--- src/rtl/ex_div_if.sv ---
`default_nettype none
// +----------------------------------------------------------------------+
// | Module : ex_div_if                                                   |
// | Desc   : EX-stage divider handshake bundle (pipeline <-> divider).   |
// | Rev    : 1.0  initial release                                        |
// +----------------------------------------------------------------------+
interface ex_div_if #(
   parameter int XLEN = 32
);
   logic            e_start;
   logic [2:0]      e_funct3;
   logic [XLEN-1:0] e_src_a;
   logic [XLEN-1:0] e_src_b;
   logic            e_flush;
   logic [XLEN-1:0] e_div_result;
   logic            e_div_busy;
   logic            e_div_done;

   modport master (
      output e_start, e_funct3, e_src_a, e_src_b, e_flush,
      input  e_div_result, e_div_busy, e_div_done
   );

   modport slave (
      input  e_start, e_funct3, e_src_a, e_src_b, e_flush,
      output e_div_result, e_div_busy, e_div_done
   );
endinterface
`default_nettype wire

--- src/rtl/ex_div_unit.sv ---
`default_nettype none
// +----------------------------------------------------------------------+
// | Module : ex_div_unit                                                 |
// | Desc   : Iterative radix-2 restoring RV32M divider (DIV/DIVU/REM/REMU)|
// | Rev    : 1.0  initial release                                        |
// +----------------------------------------------------------------------+
module ex_div_unit #(
   parameter int XLEN = 32
) (
   input  wire       clk,
   input  wire       reset,
   ex_div_if.slave   div
);
   localparam int CW = $clog2(XLEN);

   localparam logic [1:0] c_idle = 2'd0;
   localparam logic [1:0] c_calc = 2'd1;
   localparam logic [1:0] c_done = 2'd2;

   localparam logic [CW-1:0]   c_cnt_init = CW'(XLEN - 1);
   localparam logic [XLEN-1:0] c_one      = {{(XLEN-1){1'b0}}, 1'b1};
   localparam logic [XLEN-1:0] c_int_min  = {1'b1, {(XLEN-1){1'b0}}};

   logic [1:0]        r_state;
   logic [1:0]        w_state_next;
   logic [CW-1:0]     r_cnt;
   logic [2*XLEN:0]   r_acc;
   logic [XLEN-1:0]   r_divisor;
   logic              r_is_rem;
   logic              r_neg_q;
   logic              r_neg_r;
   logic [XLEN-1:0]   r_result;
   logic              w_busy;
   logic              w_done;

   // Operand decode, only meaningful while IDLE
   logic              w_signed;
   logic              w_is_rem;
   logic              w_accept;
   logic              w_div0;
   logic              w_ovf;
   logic [XLEN-1:0]   w_abs_a;
   logic [XLEN-1:0]   w_abs_b;

   assign w_signed = ~div.e_funct3[0];
   assign w_is_rem = div.e_funct3[1];
   assign w_accept = (r_state == c_idle) & div.e_start & ~div.e_flush;
   assign w_div0   = (div.e_src_b == '0);
   assign w_ovf    = w_signed & (div.e_src_a == c_int_min) & (div.e_src_b == '1);
   assign w_abs_a  = (w_signed & div.e_src_a[XLEN-1]) ? -div.e_src_a : div.e_src_a;
   assign w_abs_b  = (w_signed & div.e_src_b[XLEN-1]) ? -div.e_src_b : div.e_src_b;

   // One restoring step on {rem, quo}; the extra top bit keeps the shifted remainder exact
   logic [2*XLEN:0]   w_sh;
   logic [XLEN+1:0]   w_trial;
   logic              w_ge;
   logic [2*XLEN:0]   w_acc_next;
   logic [XLEN-1:0]   w_quo_fin;
   logic [XLEN-1:0]   w_rem_fin;
   logic [XLEN-1:0]   w_result_fix;

   assign w_sh       = r_acc << 1;
   assign w_trial    = {1'b0, w_sh[2*XLEN:XLEN]} - {2'b00, r_divisor};
   assign w_ge       = ~w_trial[XLEN+1];
   assign w_acc_next = w_ge ? {w_trial[XLEN:0], w_sh[XLEN-1:0] | c_one} : w_sh;
   assign w_quo_fin  = r_neg_q ? -w_acc_next[XLEN-1:0] : w_acc_next[XLEN-1:0];
   assign w_rem_fin  = r_neg_r ? -w_acc_next[2*XLEN-1:XLEN] : w_acc_next[2*XLEN-1:XLEN];
   assign w_result_fix = r_is_rem ? w_rem_fin : w_quo_fin;

   always_ff @(posedge clk or posedge reset) begin
      if (reset) r_state <= c_idle;
      else       r_state <= w_state_next;
   end

   always_comb begin
      w_state_next = r_state;
      case (r_state)
         c_idle: begin
            if (w_accept) w_state_next = (w_div0 | w_ovf) ? c_done : c_calc;
         end
         c_calc: begin
            if (div.e_flush)          w_state_next = c_idle;
            else if (r_cnt == '0)     w_state_next = c_done;
         end
         c_done:  w_state_next = c_idle;
         default: w_state_next = c_idle;
      endcase
   end

   always_comb begin
      w_busy = 1'b0;
      w_done = 1'b0;
      if (!reset) begin
         w_busy = w_accept | (r_state == c_calc);
         w_done = (r_state == c_done) & ~div.e_flush;
      end
   end

   // Result is loaded on the edge entering DONE so it is valid during the done pulse
   always_ff @(posedge clk or posedge reset) begin
      if (reset) begin
         r_cnt     <= '0;
         r_acc     <= '0;
         r_divisor <= '0;
         r_is_rem  <= 1'b0;
         r_neg_q   <= 1'b0;
         r_neg_r   <= 1'b0;
         r_result  <= '0;
      end else begin
         case (r_state)
            c_idle: begin
               if (w_accept) begin
                  r_is_rem  <= w_is_rem;
                  r_neg_q   <= w_signed & (div.e_src_a[XLEN-1] ^ div.e_src_b[XLEN-1]);
                  r_neg_r   <= w_signed & div.e_src_a[XLEN-1];
                  r_divisor <= w_abs_b;
                  r_acc     <= {{(XLEN+1){1'b0}}, w_abs_a};
                  r_cnt     <= c_cnt_init;
                  if (w_div0)     r_result <= w_is_rem ? div.e_src_a : '1;
                  else if (w_ovf) r_result <= w_is_rem ? '0 : c_int_min;
               end
            end
            c_calc: begin
               if (!div.e_flush) begin
                  r_acc <= w_acc_next;
                  r_cnt <= r_cnt - 1'b1;
                  if (r_cnt == '0) r_result <= w_result_fix;
               end
            end
            default: ;
         endcase
      end
   end

   assign div.e_div_result = r_result;
   assign div.e_div_busy   = w_busy;
   assign div.e_div_done   = w_done;
endmodule
`default_nettype wire
--- src/flat_wrapper.sv ---
// flat-port wrapper written by rule: the top's interface ports become plain ports
module ex_div_unit_flat 
#(
   parameter int XLEN = 32
)
  (clk, reset, div_e_start, div_e_funct3, div_e_src_a, div_e_src_b, div_e_flush, div_e_div_result, div_e_div_busy, div_e_div_done);
  ex_div_if #(.XLEN(XLEN)) div_i ();
  input  wire clk;
  input  wire reset;
  input wire logic [$bits(div_i.e_start)-1:0] div_e_start;
  input wire logic [$bits(div_i.e_funct3)-1:0] div_e_funct3;
  input wire logic [$bits(div_i.e_src_a)-1:0] div_e_src_a;
  input wire logic [$bits(div_i.e_src_b)-1:0] div_e_src_b;
  input wire logic [$bits(div_i.e_flush)-1:0] div_e_flush;
  output wire logic [$bits(div_i.e_div_result)-1:0] div_e_div_result;
  output wire logic [$bits(div_i.e_div_busy)-1:0] div_e_div_busy;
  output wire logic [$bits(div_i.e_div_done)-1:0] div_e_div_done;
  assign div_i.e_start = div_e_start;
  assign div_i.e_funct3 = div_e_funct3;
  assign div_i.e_src_a = div_e_src_a;
  assign div_i.e_src_b = div_e_src_b;
  assign div_i.e_flush = div_e_flush;
  assign div_e_div_result = div_i.e_div_result;
  assign div_e_div_busy = div_i.e_div_busy;
  assign div_e_div_done = div_i.e_div_done;
  ex_div_unit #(.XLEN(XLEN)) u_core (.clk(clk), .reset(reset), .div(div_i));
endmodule
--- config.mk ---
export PLATFORM = sky130hd
export DESIGN_NAME = ex_div_unit_flat
export DESIGN_NICKNAME = d
export VERILOG_FILES = /design/src/rtl/ex_div_if.sv /design/src/rtl/ex_div_unit.sv /design/src/flat_wrapper.sv
export SDC_FILE = /design/constraint.sdc
export NUM_CORES = 1
export LEC_CHECK = 0
export CAP_MARGIN = 20
export CORE_MARGIN = 3
export CORE_UTILIZATION = 50
export DETAILED_ROUTE_END_ITERATION = 10
export PLACE_DENSITY_LB_ADDON = 0.15
export SYNTH_ARGS = -nofsm -noshare
export SYNTH_HDL_FRONTEND = slang
export SYNTH_SLANG_ARGS = --single-unit
--- constraint.sdc ---
create_clock -name clk -period 5.7 [get_ports clk]
set_input_delay 0.57 -clock clk [delete_from_list [all_inputs] [get_ports clk]]
set_output_delay 0.57 -clock clk [all_outputs]
set_load 0.01 [all_outputs]
**After elaboration in Yosys (flattened, before gate mapping)**

Index checks and enable logic that the tools add are counted.

- Equal/unequal tests: 9
- Add/sub/neg operators: 6
- Bitwise operators: 13
- Muxes and demuxes: 27
- Reduce and logical (&&, ||, !) cells: 8

Operators with widths:

| cell | number |
|---|---|
| $mux W32 | 12 |
| $mux W64 | 3 |
| $neg A32 Y32 | 4 |
| $pmux W64 S2 | 1 |
| $eq A32 B32 Y1 const B | 2 |
| $pmux W32 S2 | 1 |
| $sub A33 B32 Y34 | 1 |
| $logic_not A32 Y1 | 1 |
| $mux W5 | 2 |
| $pmux W5 S2 | 1 |
| $and A1 B1 Y1 | 8 |
| $mux W2 | 4 |
| $logic_not A5 Y1 | 1 |
| $reduce_and A5 Y1 | 1 |
| $sub A5 B1 Y5 const B | 1 |
| $ne A2 B1 Y1 const B | 2 |
| $pmux W2 S2 | 1 |
| $reduce_and A2 Y1 | 2 |
| $ne A3 B1 Y1 const B | 1 |
| $ne A3 B2 Y1 const B | 1 |
| $reduce_and A3 Y1 | 1 |
| $eq A2 B1 Y1 const B | 1 |
| $eq A2 B2 Y1 const B | 1 |
| $logic_not A2 Y1 | 1 |
| 6 further kinds | 9 |

- Output and inout port bits: 34
- Register bits after elaboration: 138
- Logic and storage cells: 71

**Logic depth before layout (Yosys ltp)**

- Depth after elaboration: 8
- Depth in mapped cells: 24

**Worst setup path before layout**

OpenSTA, ideal clock, no wires.

- Path type: register -> register
- Start: register u_core.r_acc[39]
- End: register u_core.r_result[30], in the netlist u_core.div.e_div_result[30]
- Arrival time: 4.871 ns
- Data required time: 5.550 ns
- Setup slack: 0.679 ns
- Cell stages (with the launch flop): 22
- Clock period less this slack: 5.021 ns
- Setup time: 0.150 ns
- Path buffers: 5
- Cell sequence: dfrtp_1 -> ha_1 -> buf_2 -> a21oi_1 -> o21a_1 -> o21ai_1 -> o31ai_4 -> nand2_4 -> inv_4 -> buf_2 -> buf_2 -> buf_2 -> buf_2 -> ha_1 -> or3b_1 -> or4b_1 -> nor2_1 -> nor3_1 -> nor4b_1 -> nand2_1 -> mux2i_1 -> a2111oi_2

- Longest elaborated chain between the ends: 8
- Elaborated cells on any way between the ends: 10

RTL lines:

| item | RTL line | source |
|---|---|---|
| from (decl) | ex_div_unit.sv:27 | `logic [2*XLEN:0] r_acc;` |
| from (signal assigned) | ex_div_unit.sv:117 | `r_acc <= {{(XLEN+1){1'b0}}, w_abs_a};` |
| from (signal assigned) | ex_div_unit.sv:125 | `r_acc <= w_acc_next;` |
| $sub A33 B32 Y34 | ex_div_unit.sv:63 | `assign w_trial = {1'b0, w_sh[2*XLEN:XLEN]} - {2'b00, r_divisor};` |
| $mux W64 (*) | ex_div_unit.sv:65 | `assign w_acc_next = w_ge ? {w_trial[XLEN:0], w_sh[XLEN-1:0] \| c_one} : w_sh;` |
| $neg A32 Y32, on equally long branches | ex_div_unit.sv:66, ex_div_unit.sv:67 |  |
| $mux W32, on equally long branches | ex_div_unit.sv:66, ex_div_unit.sv:67 |  |
| $mux W32 (*) | ex_div_unit.sv:68 | `assign w_result_fix = r_is_rem ? w_rem_fin : w_quo_fin;` |
| $mux W32 (*) | ex_div_unit.sv:127 | `if (r_cnt == '0) r_result <= w_result_fix;` |
| $mux W32 (*) | ex_div_unit.sv:124 | `if (!div.e_flush) begin` |
| $pmux W32 S2 (*) | ex_div_unit.sv:110 | `case (r_state)` |
| to (signal assigned) | ex_div_unit.sv:119 | `if (w_div0) r_result <= w_is_rem ? div.e_src_a : '1;` |
| to (signal assigned) | ex_div_unit.sv:120 | `else if (w_ovf) r_result <= w_is_rem ? '0 : c_int_min;` |
| to (signal assigned) | ex_div_unit.sv:127 |  |
| to (decl) | ex_div_unit.sv:32 | `logic [XLEN-1:0] r_result;` |

Mark *: on every way between the ends. The rest lies on a longest branch, timed or not. The select of a mux whose other input is x is not followed.
A chain may end at the register's enable or synchronous reset.

**Final worst setup path**

- Start: register u_core.r_acc[43]
- End: register u_core.r_result[26], in the netlist u_core.div.e_div_result[26]

Same word-level chain as after synthesis.

==> run_results.csv <==
group,metric,value,unit
cts,clock-sinks,138,
finish,area_growth,15.60,%
placed_design,place_hpwl,30.66,mm
placed_design,port_buffers,103,
critical_path,path_depth,16,
critical_path,critPathTopFamily,"compound AO/OA/AOI/OAI gates",
synth,synth_top_family_by_area,"compound AO/OA/AOI/OAI gates",
run_status,status,"finished clean",
min_path,min_delay_path_depth,2,
pwr,leakage,0.005654,uW
critical_path,crit_fanout,10,
synth,synthAdderAreaFrac,4.221,%
pwr,ir_worst_vdd,0.0002871,V
synth,avgSynthCellArea,7.573,um2
cts,cts_max_path_buffers,2,
synth,synth_compound_area_share,26.34,%
sta,hold_viol,0,
route,viasPerCell,6.191,
sta,fmax,191.4,MHz
sta,post-route-period-util,91.66,%
placed_design,post_dp_cell_area,0.01330,mm2
route,vias,12239,
floorplan,start_util,51.12,%
critical_path,slowest_stage,"a2111oi_0",
finish,nets,1755,
cts,ctsRootBufferMaster,"clkbuf_16",
critical_path,endpoint_kind,"flop",
critical_path,critical_path_class,"reg2reg",
sta,slew_headroom,23.18,%
synth,synth_cells,1589,
route,wl_per_cell,20.43,um
synth,ys_warn_count,0,
finish,drive_gt1_share,5.613,%
cts,postCtsSetupBuffers,0,
sta,worstMarginPinSlew,1.136,ns
floorplan,die_h,161.1,um
synth,synth_mux_area_share,2.090,%
global_routing,antenna_found_initial,3,
critical_path,startpoint_type,"flop",
route,drc,0,
global_routing,globalRouteTotalUtil,30.72,%
synth,syn_area,0.01203,mm2
floorplan,io_pins,105,
critical_path,cp.arrival,5.53,ns
synth,seq_area_frac_synth,28.70,%
cts,insertion_delay,0.44,ns
finish,fillers,2276,
synth,yosys.cell_types.count,96,
global_routing,grt_pass1_vias,11448,
finish,fin_util,59.09,%
floorplan,die_area,0.02597,mm2
finish,final_common_cell,"nand2_1",
cts,cts_made_buffers,17,
placed_design,gp_congestion,0.9337,
global_routing,grt_overflow,0,
critical_path,worstPathCellList,"ha_1 -> a21oi_1 -> o21ai_1 -> and2_1 -> o31ai_4 -> nand2_4 -> o21ai_0 -> ha_1 -> nand2_1 -> or3_1 -> nor4_1 -> o2111ai_1 -> a2111oi_0 -> o21ai_0 -> a21oi_1 -> o31ai_1",
floorplan,core,0.02354,mm2
synth,ys_ff_latch,138,
route,drt_iter0_markers,1387,
sta,drv_slew,0,
synth,synth_xor_area_share,9.316,%
pwr,power_density,587.3,mW/mm2
global_routing,grt_start_max_net_pins,94,
cts,cts_resized,0,
cts,htreeDepth,4,
synth,synth-async-reset-ratio,100.0,%
run,drv_cap,0,
cts,cts_tree,"built",
finish,postLayoutCellArea,0.01391,mm2
synth,synth_edf_count,0,
critical_path,path_buf_inv,0,
floorplan,die_w,161.1,um
cts,ctsHoldBuffers,0,
route,dr.pass1.iters,6,
sta,fin_crit,5.225,ns
synth,synth-simple-area-share,24.10,%
min_path,holdCritPathClass,"reg2reg",
critical_path,cp.required,6.00,ns
floorplan,row_count,56,
cts,path_clk_slew,0.08,ns
finish,mostFrequentLayoutCells,"nand2_1, o21ai_0, a21oi_1, dfrtp_1, nor2_1",
critical_path,r2r_cells,16,
critical_path,slowest_delay,0.57,ns
global_routing,grt_pass1_wl,63.14,mm
synth,ys.flop_type,"dfrtp_1",
route,wirelength,40.40,mm
synth,synth_nets,1700,
sta,setup_viol,0,
route,ant_nets,0,
sta,rsz0062_at_grt,"no",
sta,setup_tns,0,ns
sta,fin_worst_skew,0.01308,ns
-- worst paths after layout --
kind / slack [ns] / from / endpoint
max reg2reg: 0.48 / u_core.r_acc[43] / u_core.div.e_div_result[26]
min in group asynchronous: 0.80 / reset / u_core.r_cnt[4]
max: 0.48 / u_core.r_acc[43] / u_core.div.e_div_result[26]
min: 0.48 / u_core.div.e_div_result[6] / u_core.div.e_div_result[6]
min reg2reg: 0.48 / u_core.div.e_div_result[6] / u_core.div.e_div_result[6]
max in group asynchronous: 3.72 / reset / u_core.r_acc[24]
-- cell usage after synthesis, types with 10 or more instances --
library cell | number | area, um2
o41ai_1 | 10 | 87.58
buf_2 | 20 | 100.1
inv_1 | 66 | 247.7
clkbuf_1 | 64 | 240.2
nand2b_1 | 27 | 168.9
nor2_1 | 136 | 510.5
xor2_1 | 64 | 560.5
or4_1 | 17 | 127.6
nand2_1 | 214 | 803.3
o211ai_1 | 10 | 75.07
nand3_1 | 19 | 95.09
o31ai_1 | 27 | 202.7
xnor2_1 | 64 | 560.5
nand4_1 | 18 | 112.6
nor3_1 | 44 | 220.2
and3_1 | 11 | 68.82
dfrtp_1 | 138 | 3453
a31oi_1 | 26 | 162.7
or3_1 | 20 | 125.1
nor2b_1 | 14 | 87.58
a21o_1 | 11 | 82.58
a211oi_1 | 14 | 105.1
ha_1 | 39 | 488.0
nor4_1 | 22 | 137.6
a21oi_1 | 141 | 705.7
mux2i_1 | 24 | 240.2
o21ai_0 | 165 | 825.8
-- power breakdown --
group          total (uW)  switching [uW]  internal, uW  leakage, uW
registers            1660             369          1290      0.00177
logic                5370            3380          1990      0.00360
clock network        1140             549           593     0.000285
total                8170            4300          3870      0.00565
-- per-stage QoR --
stage          cells  setup WS [ns]  power (uW)  hold WS, ns
2_1_floorplan   1589         0.6785        5424       0.4498
3_3_place_gp    1943         0.6988        6806       0.4621
3_5_place_dp    1943         0.6270        6898       0.4698
4_1_cts         1975         0.5988        8069       0.4854
5_1_grt         1976        0.06083        8765       0.4985
6_report        1977         0.4755        8169       0.4787
-- routing by layer --
layer	part of all wire, %	global-route usage [%]	vias up
met1	44	43.22	5789
met3	9.1	7.899	77
li1	-	-	5851
met4	2.5	8.917	2
met2	44	46.90	520
met5	0.032	0	-
-- tightest hold or removal path, cell delays in order (launching register included) --
cell and delay (ns):
dfrtp_1 0.34, nand2_1 0.04, o21ai_0 0.06
-- final cells by class --
class	count	area, um2	area share, %
Clock buffer	17	425.4	3.058
Sequential cell	138	3453	24.82
Timing Repair Buffer	128	1219	8.761
Clock inverter	15	180.2	1.295
Antenna cell	1	2.502	0.01799
Multi-Input combinational cell	1292	7973	57.31
Tap cell	319	399.1	2.869
Inverter	67	259.0	1.862
-- logic make-up after synthesis --
kind of cell	Yosys count
buf+inv	159
compound gates	506
fa+ha+maj	40
flops	138
mux	25
simple gates	593
xor+xnor	128
-- sequential cells by signal, summed over array words and instances, names as in the netlist --
register / count
u_core.r_neg_q: 1
u_core.r_is_rem: 1
u_core.div.e_div_result: 32
u_core.r_state: 2
u_core.r_cnt: 5
u_core.r_neg_r: 1
u_core.r_divisor: 32
u_core.r_acc: 64
Power figures use the tool's default switching activity.
